## src/rtl/uart_rx_frame_pkg.sv

```systemverilog
// Shared types and frame-format constants for the UART frame receiver.
package uart_rx_frame_pkg;

   // Receiver FSM states
   typedef enum logic [2:0] {
      IDLE  = 3'd0,
      START = 3'd1,
      DATA  = 3'd2,
      STOP  = 3'd3,
      BREAK = 3'd4
   } rx_state_e;

   // Character format: 8 data bits, LSB first, one stop bit at logic high
   localparam int unsigned DATA_BITS  = 8;
   localparam logic        STOP_LEVEL = 1'b1;

endpackage : uart_rx_frame_pkg

```

## src/rtl/uart_rx_sync.sv

```systemverilog
// Two-flop synchronizer for an asynchronous single-bit input; resets to 1
// so an idle-high line does not look like an edge coming out of reset.
module uart_rx_sync (
   input  logic clk,
   input  logic reset,
   input  logic d,
   output logic q
);

   logic meta_q, meta_d;
   logic sync_q, sync_d;

   // Next values of the two synchronizer stages
   always_comb begin
      meta_d = d;
      sync_d = meta_q;
   end

   // Synchronizer register pair, asynchronous active-low reset to 1
   always_ff @(posedge clk or negedge reset) begin
      if (!reset) begin
         meta_q <= 1'b1;
         sync_q <= 1'b1;
      end else begin
         meta_q <= meta_d;
         sync_q <= sync_d;
      end
   end

   assign q = sync_q;

endmodule : uart_rx_sync

```

## src/rtl/uart_rx_frame.sv

```systemverilog
// Oversampling UART receiver that writes bytes into a frame buffer by index
// and delimits frames by byte count or by an idle gap on the line.
module uart_rx_frame
   import uart_rx_frame_pkg::*;
#(
   parameter int unsigned OVERSAMPLE = 8,
   parameter int unsigned BYTES      = 14,
   parameter int unsigned GAP_BITS   = 20
) (
   input  logic       clk,
   input  logic       reset,
   input  logic       rx,
   output logic       wr_en,
   output logic [4:0] wr_addr,
   output logic [7:0] wr_data,
   output logic       frame_done,
   output logic [4:0] frame_len,
   output logic       frame_err
);

   localparam int unsigned CNT_W   = $clog2(OVERSAMPLE);
   localparam int unsigned BIT_W   = $clog2(DATA_BITS);
   localparam int unsigned GAP_MAX = GAP_BITS * OVERSAMPLE;
   localparam int unsigned GAP_W   = $clog2(GAP_MAX + 1);

   localparam logic [CNT_W-1:0] CNT_HALF = CNT_W'(OVERSAMPLE / 2 - 1);
   localparam logic [CNT_W-1:0] CNT_ONE  = CNT_W'(1);
   localparam logic [BIT_W-1:0] BIT_LAST = BIT_W'(DATA_BITS - 1);
   localparam logic [BIT_W-1:0] BIT_ONE  = BIT_W'(1);
   localparam logic [GAP_W-1:0] GAP_LIM  = GAP_W'(GAP_MAX);
   localparam logic [GAP_W-1:0] GAP_ONE  = GAP_W'(1);
   localparam logic [4:0]       IDX_LAST = 5'(BYTES - 1);
   localparam logic [4:0]       IDX_FULL = 5'(BYTES);

   logic rxs;

   rx_state_e        state_q, state_d;
   logic [CNT_W-1:0] cnt_q, cnt_d;
   logic [BIT_W-1:0] bit_q, bit_d;
   logic [7:0]       shift_q, shift_d;
   logic [4:0]       idx_q, idx_d;
   logic [GAP_W-1:0] gap_q, gap_d;
   logic             rxs_prev_q, rxs_prev_d;
   logic             full_q, full_d;
   logic             wr_en_q, wr_en_d;
   logic [4:0]       wr_addr_q, wr_addr_d;
   logic [7:0]       wr_data_q, wr_data_d;
   logic             frame_done_q, frame_done_d;
   logic [4:0]       frame_len_q, frame_len_d;
   logic             frame_err_q, frame_err_d;
   logic             err_set;

   uart_rx_sync u_sync (
      .clk   (clk),
      .reset (reset),
      .d     (rx),
      .q     (rxs)
   );

   // Next-state, counters and output strobes of the receive FSM
   always_comb begin
      state_d      = state_q;
      cnt_d        = cnt_q;
      bit_d        = bit_q;
      shift_d      = shift_q;
      idx_d        = idx_q;
      gap_d        = '0;
      rxs_prev_d   = rxs;
      full_d       = 1'b0;
      wr_en_d      = 1'b0;
      wr_addr_d    = wr_addr_q;
      wr_data_d    = wr_data_q;
      frame_done_d = 1'b0;
      frame_len_d  = frame_len_q;
      err_set      = 1'b0;

      // A full frame closes one cycle after its last write; the index was
      // already cleared when that byte was accepted.
      if (full_q) begin
         frame_done_d = 1'b1;
         frame_len_d  = IDX_FULL;
      end

      unique case (state_q)
         IDLE: begin
            if (rxs_prev_q && !rxs) begin
               state_d = START;
               cnt_d   = '0;
            end else if (rxs && (idx_q != '0)) begin
               gap_d = (gap_q != GAP_LIM) ? gap_q + GAP_ONE : gap_q;
               if (gap_q == GAP_LIM - GAP_ONE) begin
                  frame_done_d = 1'b1;
                  frame_len_d  = idx_q;
                  idx_d        = '0;
                  gap_d        = '0;
               end
            end
         end

         START: begin
            if (cnt_q == CNT_HALF) begin
               cnt_d = '0;
               bit_d = '0;
               state_d = rxs ? IDLE : DATA;
            end else begin
               cnt_d = cnt_q + CNT_ONE;
            end
         end

         DATA: begin
            // Counter wrap marks mid-bit of each data bit
            cnt_d = cnt_q + CNT_ONE;
            if (cnt_q == '1) begin
               shift_d[bit_q] = rxs;
               bit_d          = bit_q + BIT_ONE;
               if (bit_q == BIT_LAST) begin
                  state_d = STOP;
               end
            end
         end

         STOP: begin
            cnt_d = cnt_q + CNT_ONE;
            if (cnt_q == '1) begin
               if (rxs == STOP_LEVEL) begin
                  wr_en_d   = 1'b1;
                  wr_data_d = shift_q;
                  wr_addr_d = idx_q;
                  state_d   = IDLE;
                  if (idx_q == IDX_LAST) begin
                     idx_d  = '0;
                     full_d = 1'b1;
                  end else begin
                     idx_d = idx_q + 5'd1;
                  end
               end else begin
                  err_set = 1'b1;
                  state_d = BREAK;
               end
            end
         end

         BREAK: begin
            if (rxs) begin
               state_d = IDLE;
            end
         end

         default: begin
            state_d = IDLE;
         end
      endcase

      // A fresh error wins over the clear that follows frame_done
      if (err_set) begin
         frame_err_d = 1'b1;
      end else if (frame_done_q) begin
         frame_err_d = 1'b0;
      end else begin
         frame_err_d = frame_err_q;
      end
   end

   // State, datapath and output registers
   always_ff @(posedge clk or negedge reset) begin
      if (!reset) begin
         state_q      <= IDLE;
         cnt_q        <= '0;
         bit_q        <= '0;
         shift_q      <= '0;
         idx_q        <= '0;
         gap_q        <= '0;
         rxs_prev_q   <= 1'b1;
         full_q       <= 1'b0;
         wr_en_q      <= 1'b0;
         wr_addr_q    <= '0;
         wr_data_q    <= '0;
         frame_done_q <= 1'b0;
         frame_len_q  <= '0;
         frame_err_q  <= 1'b0;
      end else begin
         state_q      <= state_d;
         cnt_q        <= cnt_d;
         bit_q        <= bit_d;
         shift_q      <= shift_d;
         idx_q        <= idx_d;
         gap_q        <= gap_d;
         rxs_prev_q   <= rxs_prev_d;
         full_q       <= full_d;
         wr_en_q      <= wr_en_d;
         wr_addr_q    <= wr_addr_d;
         wr_data_q    <= wr_data_d;
         frame_done_q <= frame_done_d;
         frame_len_q  <= frame_len_d;
         frame_err_q  <= frame_err_d;
      end
   end

   assign wr_en      = wr_en_q;
   assign wr_addr    = wr_addr_q;
   assign wr_data    = wr_data_q;
   assign frame_done = frame_done_q;
   assign frame_len  = frame_len_q;
   assign frame_err  = frame_err_q;

endmodule : uart_rx_frame

```

## config.mk

```make
export PLATFORM = sky130hd
export DESIGN_NAME = uart_rx_frame
export DESIGN_NICKNAME = d
export VERILOG_FILES = /design/src/rtl/uart_rx_frame_pkg.sv /design/src/rtl/uart_rx_sync.sv /design/src/rtl/uart_rx_frame.sv
export SDC_FILE = /design/constraint.sdc
export NUM_CORES = 1
export LEC_CHECK = 0
export ABC_AREA = 1
export BUFFER_PORTS_ARGS = -buffer_cell sky130_fd_sc_hd__buf_2
export CAP_MARGIN = 20
export CORE_MARGIN = 1
export CORE_UTILIZATION = 25
export CTS_BUF_LIST = sky130_fd_sc_hd__clkbuf_4
export DETAILED_ROUTE_END_ITERATION = 8
export PLACE_DENSITY = 0.37
export SETUP_SLACK_MARGIN = 0.1
export SYNTH_ARGS = -nofsm -noshare
export SYNTH_HDL_FRONTEND = slang
export SYNTH_HIERARCHICAL = 1
export SYNTH_SLANG_ARGS = --single-unit
```

## constraint.sdc

```tcl
create_clock -name clk -period 1.9 [get_ports clk]
set_input_delay 0.285 -clock clk [delete_from_list [all_inputs] [get_ports clk]]
set_output_delay 0.285 -clock clk [all_outputs]
set_load 0.1 [all_outputs]
```

==> results by group, run 1 <==
Clock tree
  – CTS root buf: clkbuf_4
  – CTS max path bufs: 2
  – Post-CTS Setup Repair Bufs: 0
  – Clock Sinks: 55
  – Clock latency on the worst-skew pair: 380 ps
  – CTS buffer count: 5
  – CTS tree: yes
  – CTS clock-pin slew for the worst setup and hold paths: roughly 170 ps
  – Htree depth: 2

Floorplanning
  – Die Wd: about 110 um
  – Cell Rows: 37
  – Ports: 24
  – Die H: about 110 um
  – Starting density of the core: about a quarter
  – Die Area: approximately 11000 um2
  – CORE AREA: 10400 um2

Pwr
  – Static Leak: about 1.6 nW
  – VDD IR max: approximately 0.00026 V
  – PwrDens: 967 nW/um2
  – Power after layout: slightly below 0.003 W

Synthesis
  – Synth top area share: about half
  – Top post-synthesis cells by area: dfrtp_1 48%, nand2_1 11%, inv_1 7.0%, ha_1 5.1%, nand3_1 4.4%
  – Register bit total from synthesis: 55
  – Warnings, synthesis: 6
  – Syn_nets: 326
  – Yosys cell types: 31
  – Seq/Total Area, Yosys: a little over 50%
  – Avg Inst Size Synth: between 8 and 9 um2
  – Mapped cell area: approximately 2700 um2
  – Instance count of the mapped netlist: 312
  – Dominant cell type by area after synthesis: dfrtp_1

Place
  – # port buffers: 23
  – GP Congestion: approximately 0.73
  – HPWL after detailed placement: ~3.9 mm
  – Placed instance area: ~3000 um2

Worst setup path
  – CP max stage delay: roughly 400 ps
  – Required @ worst endpoint: between 2000 and 2500 ps
  – Slowest-stage cell, CP: dfrtp_1
  – Setup crit end kind: flop
  – R2R setup slack: ~270 ps
  – Setup CP Type: reg -> reg
  – Crit path launch type: flop
  – CP Cell Sequence: ha_1, ha_2, inv_1, nor2_4, nand2_2, nor2_1, nand2_1, o21ai_0
  – CP Data Arrival Time: between 1500 and 2000 ps
  – Crit-path max FO: 5

GRT
  – Gr usage total: between 10% and 20%
  – Antenna violations before repair: 0
  – Grt ovf: 0
  – Vias in the first global route: around 2000
  – Global-route wire length before repair: between 9 and 10 mm
  – Largest net degree at the start of global routing: 56

Timing
  – Clock skew: around 14 ps
  – RSZ-0062 raised after global routing: false
  – Fmax: between 600 and 700 MHz
  – Fin. max-slew vios: 0
  – # setup viols final: 0
  – Final min period: about 1600 ps
  – Final hold vios: 0
  – Rel. slew slack: about two thirds
  – Worst slew pin tran: just under 500 ps
  – Fin crit share: between 80 and 90%
  – Post-route setup TNS: 0 ps

Route
  – Vias post-DR: roughly 1900
  – Remaining DRCs: 0
  – Initial DRC count: slightly below 50
  – Vias/cell: 4.06
  – Antenna-violating nets left: 0
  – Uppermost layer routed: met4
  – Routed wire length: ~5.5 mm
  – Router iterations before antenna repair: 4
  – WL/cell: about 11 um
  – Met3 WL: 106 um
  – Wire length on met2: ~2.4 mm
  – Met1 Wirelength: approximately 2.9 mm

Finish
  – Syn-to-layout area delta: 13.3%
  – Ratio of cells with drive above 1 in the final layout: 16.3%
  – Post-Layout Inst Area: approximately 3100 um2
  – Diode count: 0
  – Final-stage net count: 356

Worst hold path
  – Worst Hold Class: reg -> reg

Flow run
  – MaxCap Viol Count: 0

Status
  – Run status: finished, final reports clean
-- worst paths after layout --
kind,startpoint,to,cells past startpoint
max,cnt_q[0],shift_q[0],8
max reg2reg,cnt_q[0],shift_q[0],8
max in group asynchronous,reset,rxs_prev_q,3
min reg2reg,u_sync/meta_q,u_sync/q,0
min in group asynchronous,reset,wr_data[0],3
min,u_sync/meta_q,u_sync/q,0
-- kinds of logic after synthesis --
logic type,share of synthesized area [%]
mux,0.556
simple gates,26.3
flops,51.1
xor+xnor,1.95
buf+inv,7.97
compound gates,7.04
fa+ha+maj,5.10
-- registers in the layout, indices dropped and copies added, names as in the netlist --
name	cells
idx_q	5
gap_q	8
bit_q	3
wr_data	8
u_sync/meta_q	1
full_q	1
wr_en	1
cnt_q	3
rxs_prev_q	1
wr_addr	5
shift_q	8
frame_len	5
frame_err	1
u_sync/q	1
frame_done	1
state_q	3
-- Yosys cell counts (all sizes together) --
| cell | number |
|---|---|
| dfrtp | 52 |
| xnor2 | 1 |
| dfstp | 3 |
| o22ai | 1 |
| o21ai | 25 |
| nor3 | 3 |
| xor2 | 5 |
| inv | 52 |
| nand4 | 1 |
| nand3 | 26 |
| a21boi | 1 |
| ha | 11 |
| nor3b | 1 |
| o211ai | 1 |
| nor2 | 31 |
| nand2 | 88 |
| a21oi | 5 |
| mux2 | 1 |
| buf | 3 |
| a21o | 1 |
-- where the power goes --
group / switching (W) / total, W / internal, W
sequential: 0.000116 / 0.00141 / 0.00129
combinational: 0.000717 / 0.00103 / 0.000316
clock: 0.000380 / 0.000517 / 0.000137
-- routing by layer --
metal	GRT usage [%]	vias up
met3	2.21	6
met1	15.1	897
met2	16.6	13
li1	-	1027
met5	0	-
met4	3.87	0
-- worst max-delay path, delay by kind of cell (launching register included) --
| family | cells | cell delay, ps |
|---|---|---|
| and+or+nand+nor | 4 | 500 |
| DFF | 1 | 400 |
| buffers and inverters | 1 | 110 |
| AOI/OAI and AO/OA | 1 | 80 |
| adders and majority gates | 2 | 480 |
-- stage by stage --
step | instances | utilization, % | setup slack (ps) | hold WS (ps)
6_report | 479 | 29.4 | 272 | 370
5_1_grt | 479 | 29.4 | 133 | 378
4_1_cts | 479 | 29.4 | 161 | 374
3_5_place_dp | 469 | 28.7 | 196 | 318
3_3_place_gp | 469 | 28.7 | 197 | 315
2_1_floorplan | 312 | - | 452 | -10.6
-- cells in the final DEF (no fill, tap or decap), drive strengths merged, types with 11 or more instances in the layout --
cell type	instances
buf	24
dfrtp	52
ha	11
inv	52
nand2	88
nand3	26
nor2	31
o21ai	25
-- what timing repair did --
item,in CTS,in global routing
setup endpoints to repair,0,4
hold endpoints to repair,53,0
hold buffers,2,0
gates resized for setup,0,1
-- cell type report --
type,count,area [um2]
Clock buffer,5,37.5
Clock inverter,3,15.0
Fill cell,1141,7360
Inverter,52,195
Multi-Input combinational cell,202,1110
Sequential cell,55,1380
Tap cell,136,170
Timing Repair Buffer,26,155
(Power assumes the default switching activity.)
==> run 2: changes to the inputs <==
--- a/config.mk
+++ b/config.mk
@@ -6,12 +6,13 @@
 export NUM_CORES = 1
 export LEC_CHECK = 0
 export ABC_AREA = 1
-export BUFFER_PORTS_ARGS = -buffer_cell sky130_fd_sc_hd__buf_2
+export BUFFER_PORTS_ARGS = -buffer_cell sky130_fd_sc_hd__buf_4
 export CAP_MARGIN = 20
 export CORE_MARGIN = 1
 export CORE_UTILIZATION = 25
 export CTS_BUF_LIST = sky130_fd_sc_hd__clkbuf_4
 export DETAILED_ROUTE_END_ITERATION = 8
+export GPL_ROUTABILITY_DRIVEN = 0
 export PLACE_DENSITY = 0.37
 export SETUP_SLACK_MARGIN = 0.1
 export SYNTH_ARGS = -nofsm -noshare
==> results by group, run 2 (synthesized netlist as in run 1, its figures left out) <==
Finish
  – Diode count: 0
  – Register area: roughly 1400 um2
  – Final-stage net count: roughly 360
  – Most frequent cells in the layout: 79 x nand2_1, 52 x dfrtp_1, 50 x inv_1
  – Post-Layout Cell Count: about 480
  – Multi-input gate area: approximately 1100 um2
  – Most common cell after layout, fill and taps aside: nand2_1
  – Ratio of cells with drive above 1 in the final layout: between 10% and 20%
  – Post-Layout Inst Area: 3130 um2
  – Fillers: approximately 1100
  – Core Util, Final: a little under a third
  – Syn-to-layout area delta: 16.0%

Clock tree
  – Clock Sinks: 55
  – CTS root buf: clkbuf_4
  – Htree depth: 2
  – Clock latency on the worst-skew pair: between 300 and 400 ps
  – CTS max path bufs: 2
  – CTS tree: yes
  – CTS buffer count: 5
  – CTS clock-pin slew for the worst setup and hold paths: around 150 ps

Floorplanning
  – Die H: about 110 um
  – Starting density of the core: between 20% and 30%
  – CORE AREA: roughly 10000 um2
  – Die Area: roughly 11000 um2
  – Cell Rows: 37
  – Ports: 24
  – Die Wd: 106 um

Pwr
  – Seq pwr share: a little under half
  – PwrDens: roughly 990 nW/um2
  – Clock power frac: 20.9%
  – Static Leak: about 1.6 nW
  – Sw Share: 39.1%
  – VDD IR max: 0.000299 V
  – Int Power: around 0.0019 W
  – Combinational share of power: 33.6%
  – P_sw: between 0.001 and 0.0015 W

Status
  – Run status: finished, final reports clean

Worst setup path
  – Crit path launch type: flop
  – Worst Path Buf+Inv: 2
  – CP Cell Sequence: inv_1, ha_1, inv_1, nor2_1, nand2_1, nand2_2, a21oi_4, nand2_4, nand2_1, nand2_1
  – Setup crit end kind: flop
  – Setup CP Type: reg -> reg
  – Family with the most delay on the worst path: flip-flops
  – CP Data Arrival Time: around 1900 ps
  – Slowest-stage cell, CP: dfrtp_1
  – Required @ worst endpoint: 2190 ps
  – Worst path most repeated cell: nand2_1
  – Crit-path max FO: 6
  – CP max stage delay: 470 ps

GRT
  – Antenna violations before repair: 0
  – Largest net degree at the start of global routing: between 50 and 60
  – Grt ovf: 0
  – Gr usage total: 10.7%
  – Vias in the first global route: about 1900
  – Global-route wire length before repair: about 9.3 mm

Route
  – WL/cell: about 11 um
  – Remaining DRCs: 0
  – Router iterations before antenna repair: 5
  – Vias/cell: just over 4
  – Routed wire length: approximately 5.4 mm
  – Initial DRC count: 33
  – Antenna-violating nets left: 0
  – Vias post-DR: 1945

Place
  – HPWL after detailed placement: roughly 3.9 mm
  – Placed cells: roughly 470
  – # port buffers: 23
  – Placed instance area: 3020 um2
  – Pre-CTS WS: between 200 and 250 ps

Timing
  – # setup viols final: 0
  – RSZ-0062 raised after global routing: false
  – Clock skew: slightly above 9 ps
  – Worst slew pin tran: approximately 730 ps
  – Setup ws final: approximately 340 ps
  – Post-route setup TNS: 0 ps
  – Final hold vios: 0
  – Fmax: between 600 and 700 MHz
  – Final min period: around 1600 ps
  – Fin crit share: 81.9%
  – Rel. slew slack: 51.1%
  – Fin. max-slew vios: 0

Flow run
  – MaxCap Viol Count: 0

Worst hold path
  – Worst Hold Class: reg -> reg
==> run 2: metal layers <==
layer  vias up  routed length [um]  track usage [%]
li1       1021                   -                -
met1       902                2840             14.7
met2        17                2320             16.3
met3         5                 140             2.58
met4         0                  87             3.87
met5         -                   0                0
==> run 2: final cells by class <==
class / count / share of cell area [%]
multi-input combinational: 202 / 35.7
timing repair buffer: 25 / 6.15
tap: 136 / 5.43
clock buffer: 5 / 1.20
inverter: 52 / 6.23
sequential: 55 / 44.1
clock inverter: 3 / 1.24
==> run 2: power by group through the flow <==
| stage | registers [W] | clock network, W | logic [W] |
|---|---|---|---|
| floorplan | 0.00153 | 0 | 0.000722 |
| global placement | 0.00144 | 0 | 0.00106 |
| detailed placement | 0.00144 | 0 | 0.00105 |
| CTS | 0.00141 | 0.000682 | 0.00106 |
| global route | 0.00144 | 0.000718 | 0.00119 |
| finish | 0.00141 | 0.000647 | 0.00104 |
==> run 2: worst register-to-register path, cell delays in order (launching register included) <==
cell and delay [ps]:
dfrtp_1 470, inv_1 100, ha_1 200, inv_1 50, nor2_1 40, nand2_1 70, nand2_2 110, a21oi_4 250
nand2_4 90, nand2_1 60, nand2_1 50
==> run 2: through the flow <==
step	power, W	hold slack (ps)
2_1_floorplan	0.00225	-10.6
4_1_cts	0.00315	369
5_1_grt	0.00334	381
6_report	0.00310	369
3_5_place_dp	0.00249	349
3_3_place_gp	0.00250	346
==> run 2: timing repair <==
action	4_1_cts	5_1_grt
hold buffers	2	0
setup endpoints to repair	0	8
buffers inserted	0	0
hold endpoints to repair	53	0
gates resized for setup	0	2
==> run 2: path summary, 6_finish.rpt <==
path                                from       end  slack [ps]  cells after the start
hold reg to reg            u_sync/meta_q  u_sync/q         370                      0
min in group asynchronous          reset  cnt_q[0]         460                      2
setup / recovery                idx_q[0]  idx_q[2]         340                     10
setup reg to reg                idx_q[0]  idx_q[2]         340                     10
hold / removal             u_sync/meta_q  u_sync/q         370                      0
max in group asynchronous          reset  idx_q[3]         930                      2
